File: config.mk
export PLATFORM = sky130hd
export DESIGN_NAME = mem_port_arbiter_flat
export DESIGN_NICKNAME = d
export VERILOG_FILES = /design/src/rtl/mem_port_arbiter_if.sv /design/src/rtl/mem_port_arbiter.sv /design/src/flat_wrapper.sv
export SDC_FILE = /design/constraint.sdc
export NUM_CORES = 1
export LEC_CHECK = 0
export BUFFER_PORTS_ARGS = -buffer_cell sky130_fd_sc_hd__buf_2
export CAP_MARGIN = 20
export CORE_MARGIN = 2
export CORE_UTILIZATION = 36
export DETAILED_ROUTE_END_ITERATION = 10
export GPL_ROUTABILITY_DRIVEN = 0
export GPL_TIMING_DRIVEN = 0
export HOLD_SLACK_MARGIN = 0.03
export SYNTH_ARGS = -nofsm -noshare
export SYNTH_HDL_FRONTEND = slang
export SYNTH_SLANG_ARGS = --single-unit
File: constraint.sdc
create_clock -name clk -period 2.4 [get_ports clk]
set_clock_uncertainty 0.1 [all_clocks]
set_input_delay 0.36 -clock clk [delete_from_list [all_inputs] [get_ports clk]]
set_output_delay 0.36 -clock clk [all_outputs]
set_load 0.1 [all_outputs]
File: src/rtl/mem_port_arbiter_if.sv
// rtl/mem_port_arbiter_if.sv - requester, memory and mux-select signals of the unified memory port
interface mem_port_arbiter_if #(
    parameter int AW = 32,
    parameter int DW = 32
);
    logic          if_req;
    logic [AW-1:0] if_addr;
    logic          if_gnt;
    logic          if_rvalid;
    logic [DW-1:0] if_rdata;

    logic          dm_req;
    logic          dm_we;
    logic [AW-1:0] dm_addr;
    logic [DW-1:0] dm_wdata;
    logic          dm_gnt;
    logic          dm_rvalid;
    logic [DW-1:0] dm_rdata;

    logic          err;

    logic          mem_req;
    logic          mem_we;
    logic [AW-1:0] mem_addr;
    logic [DW-1:0] mem_wdata;
    logic          mem_ack;
    logic [DW-1:0] mem_rdata;

    logic          mux_sel;

    modport slave (
        input  if_req, if_addr,
        output if_gnt, if_rvalid, if_rdata,
        input  dm_req, dm_we, dm_addr, dm_wdata,
        output dm_gnt, dm_rvalid, dm_rdata,
        output err,
        output mem_req, mem_we, mem_addr, mem_wdata,
        input  mem_ack, mem_rdata,
        output mux_sel
    );

    modport master (
        output if_req, if_addr,
        input  if_gnt, if_rvalid, if_rdata,
        output dm_req, dm_we, dm_addr, dm_wdata,
        input  dm_gnt, dm_rvalid, dm_rdata,
        input  err,
        input  mem_req, mem_we, mem_addr, mem_wdata,
        output mem_ack, mem_rdata,
        input  mux_sel
    );
endinterface

File: src/rtl/mem_port_arbiter.sv
// rtl/mem_port_arbiter.sv - IF/DM arbiter for one shared memory port with DM-streak limit and ack timeout
module mem_port_arbiter #(
    parameter int AW         = 32,
    parameter int DW         = 32,
    parameter int MAX_STREAK = 3,
    parameter int TIMEOUT    = 15
) (
    input logic                clk,
    input logic                rst_n,
    mem_port_arbiter_if.slave  bus
);
    localparam int SW = $clog2(MAX_STREAK + 1);
    localparam int TW = $clog2(TIMEOUT + 1);

    localparam logic [0:0] S_IDLE = 1'b0;
    localparam logic [0:0] S_BUSY = 1'b1;

    logic [0:0]    state;
    logic [SW-1:0] streak;
    logic [TW-1:0] tcnt;
    logic          owner_dm;
    logic          mem_we_q;
    logic [AW-1:0] mem_addr_q;
    logic [DW-1:0] mem_wdata_q;
    logic          if_rvalid_q;
    logic          dm_rvalid_q;
    logic          err_q;
    logic [DW-1:0] if_rdata_q;
    logic [DW-1:0] dm_rdata_q;

    logic grant_if;
    logic grant_dm;
    logic ack_done;
    logic timeout_done;

    // DM normally has priority, but yields to a waiting IF once it has won MAX_STREAK times in a row
    always_comb begin
        grant_if = 1'b0;
        grant_dm = 1'b0;
        if (state == S_IDLE) begin
            if (bus.dm_req && (streak < SW'(MAX_STREAK))) begin
                grant_dm = 1'b1;
            end else if (bus.if_req) begin
                grant_if = 1'b1;
            end else if (bus.dm_req) begin
                grant_dm = 1'b1;
            end
        end
    end

    // an ack on the last allowed cycle still counts as a normal completion
    assign ack_done     = (state == S_BUSY) && bus.mem_ack;
    assign timeout_done = (state == S_BUSY) && !bus.mem_ack && (tcnt == TW'(TIMEOUT - 1));

    always_ff @(posedge clk or negedge rst_n) begin
        if (!rst_n) begin
            state       <= S_IDLE;
            tcnt        <= '0;
            owner_dm    <= 1'b0;
            mem_we_q    <= 1'b0;
            mem_addr_q  <= '0;
            mem_wdata_q <= '0;
            if_rvalid_q <= 1'b0;
            dm_rvalid_q <= 1'b0;
            err_q       <= 1'b0;
            if_rdata_q  <= '0;
            dm_rdata_q  <= '0;
        end else begin
            if_rvalid_q <= 1'b0;
            dm_rvalid_q <= 1'b0;
            err_q       <= 1'b0;
            case (state)
                S_IDLE: begin
                    if (grant_if || grant_dm) begin
                        state       <= S_BUSY;
                        tcnt        <= '0;
                        owner_dm    <= grant_dm;
                        mem_addr_q  <= grant_dm ? bus.dm_addr : bus.if_addr;
                        mem_we_q    <= grant_dm && bus.dm_we;
                        mem_wdata_q <= grant_dm ? bus.dm_wdata : '0;
                    end
                end
                S_BUSY: begin
                    if (ack_done || timeout_done) begin
                        state <= S_IDLE;
                        err_q <= timeout_done;
                        if (owner_dm) begin
                            dm_rvalid_q <= 1'b1;
                            dm_rdata_q  <= ack_done ? bus.mem_rdata : '0;
                        end else begin
                            if_rvalid_q <= 1'b1;
                            if_rdata_q  <= ack_done ? bus.mem_rdata : '0;
                        end
                    end else begin
                        tcnt <= tcnt + TW'(1);
                    end
                end
                default: state <= S_IDLE;
            endcase
        end
    end

    // streak counts back-to-back DM wins taken while IF was left waiting
    always_ff @(posedge clk or negedge rst_n) begin
        if (!rst_n) begin
            streak <= '0;
        end else if (grant_if) begin
            streak <= '0;
        end else if (grant_dm) begin
            if (!bus.if_req) begin
                streak <= '0;
            end else if (streak != SW'(MAX_STREAK)) begin
                streak <= streak + SW'(1);
            end
        end
    end

    assign bus.if_gnt    = grant_if;
    assign bus.dm_gnt    = grant_dm;
    assign bus.if_rvalid = if_rvalid_q;
    assign bus.dm_rvalid = dm_rvalid_q;
    assign bus.if_rdata  = if_rdata_q;
    assign bus.dm_rdata  = dm_rdata_q;
    assign bus.err       = err_q;
    assign bus.mem_req   = (state == S_BUSY);
    assign bus.mem_we    = mem_we_q;
    assign bus.mem_addr  = mem_addr_q;
    assign bus.mem_wdata = mem_wdata_q;
    assign bus.mux_sel   = owner_dm;
endmodule

File: src/flat_wrapper.sv
// flat-port wrapper written by rule: the top's interface ports become plain ports
module mem_port_arbiter_flat 
#(
    parameter int AW         = 32,
    parameter int DW         = 32,
    parameter int MAX_STREAK = 3,
    parameter int TIMEOUT    = 15
)
  (clk, rst_n, bus_if_req, bus_if_addr, bus_if_gnt, bus_if_rvalid, bus_if_rdata, bus_dm_req, bus_dm_we, bus_dm_addr, bus_dm_wdata, bus_dm_gnt, bus_dm_rvalid, bus_dm_rdata, bus_err, bus_mem_req, bus_mem_we, bus_mem_addr, bus_mem_wdata, bus_mem_ack, bus_mem_rdata, bus_mux_sel);
  mem_port_arbiter_if #(.AW(AW), .DW(DW)) bus_i ();
  input logic clk;
  input logic rst_n;
  input wire logic [$bits(bus_i.if_req)-1:0] bus_if_req;
  input wire logic [$bits(bus_i.if_addr)-1:0] bus_if_addr;
  output wire logic [$bits(bus_i.if_gnt)-1:0] bus_if_gnt;
  output wire logic [$bits(bus_i.if_rvalid)-1:0] bus_if_rvalid;
  output wire logic [$bits(bus_i.if_rdata)-1:0] bus_if_rdata;
  input wire logic [$bits(bus_i.dm_req)-1:0] bus_dm_req;
  input wire logic [$bits(bus_i.dm_we)-1:0] bus_dm_we;
  input wire logic [$bits(bus_i.dm_addr)-1:0] bus_dm_addr;
  input wire logic [$bits(bus_i.dm_wdata)-1:0] bus_dm_wdata;
  output wire logic [$bits(bus_i.dm_gnt)-1:0] bus_dm_gnt;
  output wire logic [$bits(bus_i.dm_rvalid)-1:0] bus_dm_rvalid;
  output wire logic [$bits(bus_i.dm_rdata)-1:0] bus_dm_rdata;
  output wire logic [$bits(bus_i.err)-1:0] bus_err;
  output wire logic [$bits(bus_i.mem_req)-1:0] bus_mem_req;
  output wire logic [$bits(bus_i.mem_we)-1:0] bus_mem_we;
  output wire logic [$bits(bus_i.mem_addr)-1:0] bus_mem_addr;
  output wire logic [$bits(bus_i.mem_wdata)-1:0] bus_mem_wdata;
  input wire logic [$bits(bus_i.mem_ack)-1:0] bus_mem_ack;
  input wire logic [$bits(bus_i.mem_rdata)-1:0] bus_mem_rdata;
  output wire logic [$bits(bus_i.mux_sel)-1:0] bus_mux_sel;
  assign bus_i.if_req = bus_if_req;
  assign bus_i.if_addr = bus_if_addr;
  assign bus_if_gnt = bus_i.if_gnt;
  assign bus_if_rvalid = bus_i.if_rvalid;
  assign bus_if_rdata = bus_i.if_rdata;
  assign bus_i.dm_req = bus_dm_req;
  assign bus_i.dm_we = bus_dm_we;
  assign bus_i.dm_addr = bus_dm_addr;
  assign bus_i.dm_wdata = bus_dm_wdata;
  assign bus_dm_gnt = bus_i.dm_gnt;
  assign bus_dm_rvalid = bus_i.dm_rvalid;
  assign bus_dm_rdata = bus_i.dm_rdata;
  assign bus_err = bus_i.err;
  assign bus_mem_req = bus_i.mem_req;
  assign bus_mem_we = bus_i.mem_we;
  assign bus_mem_addr = bus_i.mem_addr;
  assign bus_mem_wdata = bus_i.mem_wdata;
  assign bus_i.mem_ack = bus_mem_ack;
  assign bus_i.mem_rdata = bus_mem_rdata;
  assign bus_mux_sel = bus_i.mux_sel;
  mem_port_arbiter #(.AW(AW), .DW(DW), .MAX_STREAK(MAX_STREAK), .TIMEOUT(TIMEOUT)) u_core (.clk(clk), .rst_n(rst_n), .bus(bus_i));
endmodule
==> results of run 1 <==
==> cell type report <==
cell class,count,area [µm²]
sequential,140,3500
clock inverter,12,116
fill,1432,7370
tap,211,264
clock buffer,20,447
timing repair buffer,271,1410
inverter,8,30.0
buffer,49,229
multi-input combinational,261,1890
==> sequential cells by signal, summed over array words and instances (netlist names) <==
register	flops
u_core.bus.mux_sel	1
u_core.bus.mem_wdata	32
u_core.bus.mem_addr	32
u_core.bus.if_rdata	32
u_core.bus.dm_rvalid	1
u_core.streak	2
u_core.bus.dm_rdata	32
u_core.tcnt	4
u_core.bus.mem_req	1
u_core.bus.if_rvalid	1
u_core.bus.err	1
u_core.bus.mem_we	1
==> what timing repair did <==
item                                    in CTS  in global routing
pin swaps                                    1                  0
buffers inserted                             1                  0
gates cloned                                 0                  0
gates resized for setup                      7                  1
hold endpoints to repair                    62                  0
endpoints found under the setup margin       1                  1
hold buffers                                 1                  0
==> Yosys cell counts, drive strengths merged, types with 2 or more instances <==
| master | count | share of area (%) |
|---|---|---|
| a32o | 2 | 0.36 |
| a21oi | 2 | 0.18 |
| dfrtp | 140 | 62 |
| o2111ai | 32 | 5.0 |
| nor2 | 35 | 2.4 |
| o21ai | 33 | 2.9 |
| a31oi | 32 | 3.6 |
| nand2b | 2 | 0.36 |
| nand2 | 4 | 0.27 |
| clkbuf | 27 | 1.8 |
| nand3 | 4 | 0.36 |
| mux2i | 2 | 0.36 |
| a22o | 97 | 15 |
| buf | 23 | 2.2 |
| and3 | 2 | 0.22 |
| mux2 | 2 | 0.40 |
| inv | 8 | 0.53 |
| ha | 3 | 0.67 |
==> through the flow <==
step | area, µm² | worst slack, ps | utilization (%) | hold WS (ps)
floorplan | 5650 | 85.4 | - | -35.6
global placement | 7250 | -1060 | 47.5 | 377
detailed placement | 7290 | -33.3 | 47.8 | 279
CTS | 7900 | 12.5 | 51.7 | 44.1
global route | 7890 | 6.21 | 51.7 | 44.5
finish | 7890 | 91.8 | 51.7 | 59.1
==> layer usage <==
| metal | up-vias | global-route usage (%) | wire length, µm |
|---|---|---|---|
| met1 | 2571 | 27.5 | 7450 |
| li1 | 2357 | - | - |
| met2 | 198 | 32.5 | 8350 |
| met5 | - | 0 | 0 |
| met4 | 0 | 6.91 | 339 |
| met3 | 24 | 5.45 | 1110 |
==> final timing paths <==
path	depth (start not counted)	endpoint	slack (ps)	from
setup / recovery	4	bus_if_gnt	90	u_core.bus.mem_req$_DFF_PN0_
hold / removal	2	u_core.bus.mem_wdata[8]$_DFFE_PN0P_	60	bus_dm_wdata[8]
setup reg to reg	5	u_core.bus.mem_addr[22]$_DFFE_PN0P_	520	u_core.streak[0]$_DFFE_PN0P_
hold reg to reg	1	u_core.bus.mem_wdata[28]$_DFFE_PN0P_	400	u_core.bus.mem_wdata[28]$_DFFE_PN0P_
max in group asynchronous	3	u_core.bus.if_rdata[29]$_DFFE_PN0P_	1000	rst_n
min in group asynchronous	2	u_core.bus.mem_wdata[11]$_DFFE_PN0P_	400	rst_n
==> cells by family after synthesis <==
| kind of cell | Yosys count | synth area share (%) |
|---|---|---|
| AO/OA/AOI/OAI | 203 | 27.8 |
| AND/OR/NAND/NOR | 51 | 4.08 |
| flip-flops | 140 | 62.1 |
| multiplexers | 4 | 0.755 |
| adder cells (fa/ha/maj) | 3 | 0.666 |
| buffers and inverters | 58 | 4.57 |
==> impl_results.md, run 1 <==
* Port Buffers at between 200 and 300
* Routed vias at 5150
* Reg clk slew, reported paths at 60 ps
* Dpl hpwl at 12200 µm
* Worst min path class: primary input to register
* Via density at 5.30
* Placed cells at 939
* Tmin final at 2310 ps
* Antenna-violating nets left at 0
* Slew Limit Fails at 0
* Final std cells w/o fill at 972
* Antenna violations before repair at 0
* Worst skew pair latency at 410 ps
* Layout cells sized above 1 at 43.4%
* Most common cell after layout, fill and taps aside: buf_2
* Post-route setup TNS at 0 ps
* CP Buf/Inv Count at 2
* Seq cells post-synth at 140
* Status: completed
* P&R area growth vs syn at 40.0%
* Post-synthesis sequential area ratio at 62.1%
* Number of max-cap violations at 0
* Setup violators final at 0
* Root Buffer: clkbuf_16
* Remaining DRCs at 0
* # IOs at 270
* Clk sinks at 140
* Chip Width at 129 µm
* CP required at approximately 1900 ps
* Cell mode on critical path: buf_2
* Diode count at 0
* Final-report hold violation count at 0
* Final Net Count at 885
* Avg Inst Size Synth at 12.3 µm²
* Slowest stage cell, crit path: buf_2
* Slew @ Worst Pin at about 600 ps
* Final global-route overflow total at 0
* Max stage delay on crit path at 460 ps
* Row count at 45
* Num CTS Buffers at 17
* Ys async rst share at 100%
* Synth unique cells at 33
* WS Path Type: register to output pin
* Htree depth at 4
* Worst path top cell family by delay: buffers and inverters
* Commonest cells after routing, fill and taps aside: buf_2 (284), dfrtp_1 (140), a22o_1 (97)
* Clk buf depth at 2
* Cell count after synthesis at 459
* Startpoint Class: register
* Fmax at 0.433 GHz
* Final period util at a little over nine tenths
* Avg WL per Cell at 17.7 µm
* Vias in the first global route at roughly 5200
* First-pass GRT wire length at 26900 µm
* Post-Syn Area at 5640 µm²
* Core Region at 15300 µm²
* Dominant synthesized flop cell: dfrtp_1
* Die footprint at 16700 µm²
* TritonRoute pass-1 iters at 5
* Total wire length at approximately 17000 µm
* Critical Path Sink Type: output pin
* Rel. slew slack at 61.0%
* Tot GR Track Use at 20.6%
* DRT iter0 DRCs at 229
* RSZ-0062 raised after global routing: false
* Synth Net Count at 596
* Initial Utilization at 36.9%
* Post-synth EDFFs at 0
* CTS tree: done
* DIE HEIGHT at 129 µm
* WP data arrival at ~1900 ps
* Crit Path Max Fanout at 10
* YS warnings at 0
* Worst path cell trace: buf_2 -> nand2b_1 -> a21oi_4 -> buf_2
* Largest net degree at the start of global routing at 79
Power of run 1 is not shown: default switching activity piles up to over one toggle a cycle in this logic, so the estimate is an artifact.
==> run 2, diff against run 1 <==
--- a/config.mk
+++ b/config.mk
@@ -13,6 +13,7 @@
 export GPL_ROUTABILITY_DRIVEN = 0
 export GPL_TIMING_DRIVEN = 0
 export HOLD_SLACK_MARGIN = 0.03
+export REMOVE_ABC_BUFFERS = 1
 export SYNTH_ARGS = -nofsm -noshare
 export SYNTH_HDL_FRONTEND = slang
 export SYNTH_SLANG_ARGS = --single-unit
==> impl_results.md, run 2 (synthesized netlist as in run 1, its figures left out) <==
* Status: completed
* Clk buf depth at 2
* CP required at 1940 ps
* Num CTS Buffers at 17
* Row count at 45
* # IOs at 270
* WP data arrival at roughly 1800 ps
* Worst skew pair latency at 410 ps
* Htree depth at 4
* WS Path Type: register to output pin
* Worst min path class: primary input to register
* Largest net degree at the start of global routing at 96
* Total wire length at 17100 µm
* Post-route setup TNS at 0 ps
* Layout cells sized above 1 at 45.2%
* Remaining DRCs at 0
* Die footprint at 16700 µm²
* Via density at 5.39
* Final-report hold violation count at 0
* Root Buffer: clkbuf_16
* Clk sinks at 140
* Avg WL per Cell at roughly 18 µm
* Rel. slew slack at 28.3%
* Final Net Count at 850
* Critical Path Sink Type: output pin
* Placed cells at 895
* Worst path top cell family by delay: buffers and inverters
* Final std cells w/o fill at 939
* TritonRoute pass-1 iters at 5
* Crit Path Max Fanout at 6
* Routed vias at ~5100
* Number of max-cap violations at 0
* Core Region at roughly 15000 µm²
* CP Buf/Inv Count at 2
* Slew Limit Fails at 0
* Most common cell after layout, fill and taps aside: buf_2
* Final period util at 95.7%
* Vias in the first global route at 5079
* DRT iter0 DRCs at 315
* Max stage delay on crit path at 370 ps
* Placed inst area at 7190 µm²
* Commonest cells after routing, fill and taps aside: buf_2 (265), dfrtp_1 (140), a22o_1 (97)
* Startpoint Class: register
* Chip Width at 129 µm
* First-pass GRT wire length at 26600 µm
* Tot GR Track Use at about a fifth
* Layout Utilization at 52.0%
* P&R area growth vs syn at 40.7%
* Slowest stage cell, crit path: dfrtp_1
* Tmin final at 2300 ps
* Initial Utilization at 36.9%
* Slew @ Worst Pin at around 1100 ps
* DIE HEIGHT at 129 µm
* Final Instance Area at roughly 7900 µm²
* Antenna-violating nets left at 0
* Final global-route overflow total at 0
* Fmax at 0.436 GHz
* Setup violators final at 0
* Dpl hpwl at approximately 11000 µm
* CTS tree: done
* Antenna violations before repair at 2
* Port Buffers at 269
* Reg clk slew, reported paths at 60 ps
* Worst path cell trace: ha_2 -> clkinvlp_4 -> a21oi_1 -> buf_4
run 2: cell types whose count changed in the layout (fill, tap and decap cells not counted), moves of 3 or more:
cell,before,now
buf_16,1,5
buf_2,284,265
buf_4,3,7
clkbuf_1,28,0
clkinv_4,6,3
inv_6,1,5
run 2: final cells by class:
cell class	count	area [µm²]
tap	211	264
antenna	2	5.00
clock buffer	18	439
multi-input combinational	263	1920
timing repair inverter	1	5.00
fill	1376	7320
timing repair buffer	282	1590
clock inverter	14	183
sequential	140	3500
inverter	8	33.8
run 2: repair_timing:
item	CTS	global route
cloned	1	2
pin swaps	0	2
resized for setup	7	5
endpoints found under the hold margin	45	0
buffers inserted	1	5
hold buffers	1	0
setup endpoints to repair	28	2
run 2: through the flow:
step                      hold WS (ps)  setup slack, ps
final                             64.5              104
after global routing              42.2           -0.667
after CTS                         39.1             -265
after detailed placement           217             -519
after global placement             374            -1040
after floorplan                  -35.6             -802
run 2: metal layers:
layer	up-vias	wire, µm	track usage [%]
li1	2293	-	-
met1	2508	7180	26.0
met2	219	8420	32.8
met3	42	940	4.79
met4	0	567	10.4
met5	-	0	0
run 2: worst reg2reg max path, stage by stage (launching register included):
cell	delay (ps)
dfrtp_1	420
inv_1	70
ha_1	170
a31o_2	180
nand3_2	600
a22o_1	500
run 2: worst paths after layout:
kind	from	to	slack (ps)	cells after the start
max	u_core.streak[0]$_DFFE_PN0P_	bus_if_gnt	100	4
min	bus_dm_wdata[9]	u_core.bus.mem_wdata[9]$_DFFE_PN0P_	60	2
max reg2reg	u_core.tcnt[0]$_DFFE_PN0P_	u_core.bus.dm_rdata[11]$_DFFE_PN0P_	230	5
min reg2reg	u_core.bus.mem_wdata[26]$_DFFE_PN0P_	u_core.bus.mem_wdata[26]$_DFFE_PN0P_	390	1
max in group asynchronous	rst_n	u_core.bus.dm_rdata[18]$_DFFE_PN0P_	1020	3
min in group asynchronous	rst_n	u_core.bus.mem_addr[16]$_DFFE_PN0P_	330	2
Power of run 2 is left out for the same reason.
==> run 3, diff against run 2 <==
--- a/config.mk
+++ b/config.mk
@@ -7,12 +7,15 @@
 export LEC_CHECK = 0
 export BUFFER_PORTS_ARGS = -buffer_cell sky130_fd_sc_hd__buf_2
 export CAP_MARGIN = 20
+export CELL_PAD_IN_SITES_DETAIL_PLACEMENT = 1
+export CELL_PAD_IN_SITES_GLOBAL_PLACEMENT = 1
 export CORE_MARGIN = 2
 export CORE_UTILIZATION = 36
 export DETAILED_ROUTE_END_ITERATION = 10
 export GPL_ROUTABILITY_DRIVEN = 0
 export GPL_TIMING_DRIVEN = 0
 export HOLD_SLACK_MARGIN = 0.03
+export PLACE_DENSITY_LB_ADDON = 0.1
 export REMOVE_ABC_BUFFERS = 1
 export SYNTH_ARGS = -nofsm -noshare
 export SYNTH_HDL_FRONTEND = slang
==> impl_results.md, run 3 (synthesized netlist as in run 1, its figures left out) <==
* Status: completed
* P&R area growth vs syn at 39.7%
* Initial Utilization at 36.9%
* Antenna-violating nets left at 0
* Tot GR Track Use at between 20% and 30%
* Via density at 5.36
* Clk buf depth at 2
* Vias in the first global route at ~5200
* Worst skew pair latency at 420 ps
* Final std cells w/o fill at 937
* Die footprint at between 15000 and 20000 µm²
* Chip Width at 129 µm
* Fmax at 0.431 GHz
* Avg WL per Cell at 19.5 µm
* Htree depth at 4
* Reg clk slew, reported paths at 60 ps
* Most common cell after layout, fill and taps aside: buf_2
* First-pass GRT wire length at approximately 28000 µm
* Dpl hpwl at 12000 µm
* Rel. slew slack at 35.2%
* Antenna violations before repair at 3
* DIE HEIGHT at 129 µm
* Largest net degree at the start of global routing at approximately 100
* Fin Hold WS at 58.6 ps
* Tmin final at around 2300 ps
* Final Net Count at 847
* Placed cells at 895
* Layout cells sized above 1 at between 40% and 50%
* # IOs at between 200 and 300
* Post-route setup TNS at 0 ps
* Number of max-cap violations at 0
* Post-place setup slack at -655 ps
* WP data arrival at 1860 ps
* Root Buffer: clkbuf_16
* Routed vias at 5023
* Final global-route overflow total at 0
* WS Path Type: register to output pin
* Final-report hold violation count at 0
* Commonest cells after routing, fill and taps aside: buf_2 (265), dfrtp_1 (139), a22o_1 (97)
* CP required at 1940 ps
* Total wire length at approximately 18000 µm
* Row count at between 40 and 50
* Crit Path Max Fanout at 5
* Slew @ Worst Pin at 972 ps
* DRT iter0 DRCs at 260
* Final period util at between 90% and 100%
* Worst setup margin at 77.4 ps
* Critical Path Sink Type: output pin
* Worst min path class: primary input to register
* RSZ-0062 raised after global routing: false
* Clk sinks at 140
* Num CTS Buffers at 17
* TritonRoute pass-1 iters at 4
* CTS tree: done
* Remaining DRCs at 0
* Slew Limit Fails at 0
* Core Region at around 15000 µm²
* Startpoint Class: register
* Port Buffers at 269
* Setup violators final at 0
run 3: cell types whose count changed in the layout (fill, tap and decap cells not counted), moves of 2 or more:
cell | before | now
buf_4 | 7 | 4
clkbuf_1 | 0 | 3
buf_8 | 0 | 2
bufinv_16 | 3 | 1
clkinv_2 | 0 | 2
clkinv_4 | 3 | 1
run 3: repair_timing:
item                                   4_1_cts  5_1_grt
resized for setup                           11        1
endpoints found under the hold margin       38        0
hold buffers                                 1        0
pin swaps                                    1        1
gates cloned                                 1        1
setup buffers                                2        0
setup endpoints to repair                    2        1
run 3: final cells by class:
class                      count  area [µm²]
fill                        1698        7380
antenna                        3        7.51
inverter                       8        33.8
tap                          211         264
timing repair buffer         280        1590
multi-input combinational    262        1920
clock buffer                  21         450
sequential                   140        3500
timing repair inverter         1        5.00
clock inverter                11         108
run 3: critical path, cell delays in order, from the launching register on:
cell        delay (ps)
dfrtp_1            390
ha_2               300
clkinvlp_4         130
a21oi_1            270
buf_4              360
run 3: path summary, 6_finish.rpt:
path | depth (start not counted) | startpoint | endpoint | slack, ps
max | 4 | u_core.streak[0]$_DFFE_PN0P_ | bus_if_gnt | 80
min | 2 | bus_dm_wdata[27] | u_core.bus.mem_wdata[27]$_DFFE_PN0P_ | 60
max reg2reg | 5 | u_core.tcnt[0]$_DFFE_PN0P_ | u_core.bus.dm_rdata[29]$_DFFE_PN0P_ | 200
min reg2reg | 1 | u_core.bus.mem_wdata[29]$_DFFE_PN0P_ | u_core.bus.mem_wdata[29]$_DFFE_PN0P_ | 390
max in group asynchronous | 3 | rst_n | u_core.bus.mem_req$_DFF_PN0_ | 1000
min in group asynchronous | 2 | rst_n | u_core.bus.mem_addr[21]$_DFFE_PN0P_ | 320
run 3: metrics by stage:
stage,cell area (µm²),utilization [%]
after floorplan,5410,-
after global placement,7020,46.0
after detailed placement,7180,47.1
after CTS,7800,51.1
after global routing,7870,51.6
final,7880,51.6
run 3: layer usage:
metal	routed length [µm]	global-route usage [%]
met4	548	9.59
met3	1220	5.49
met1	7750	28.8
met2	8710	34.6
met5	0	0
Power of run 3 is left out for the same reason.
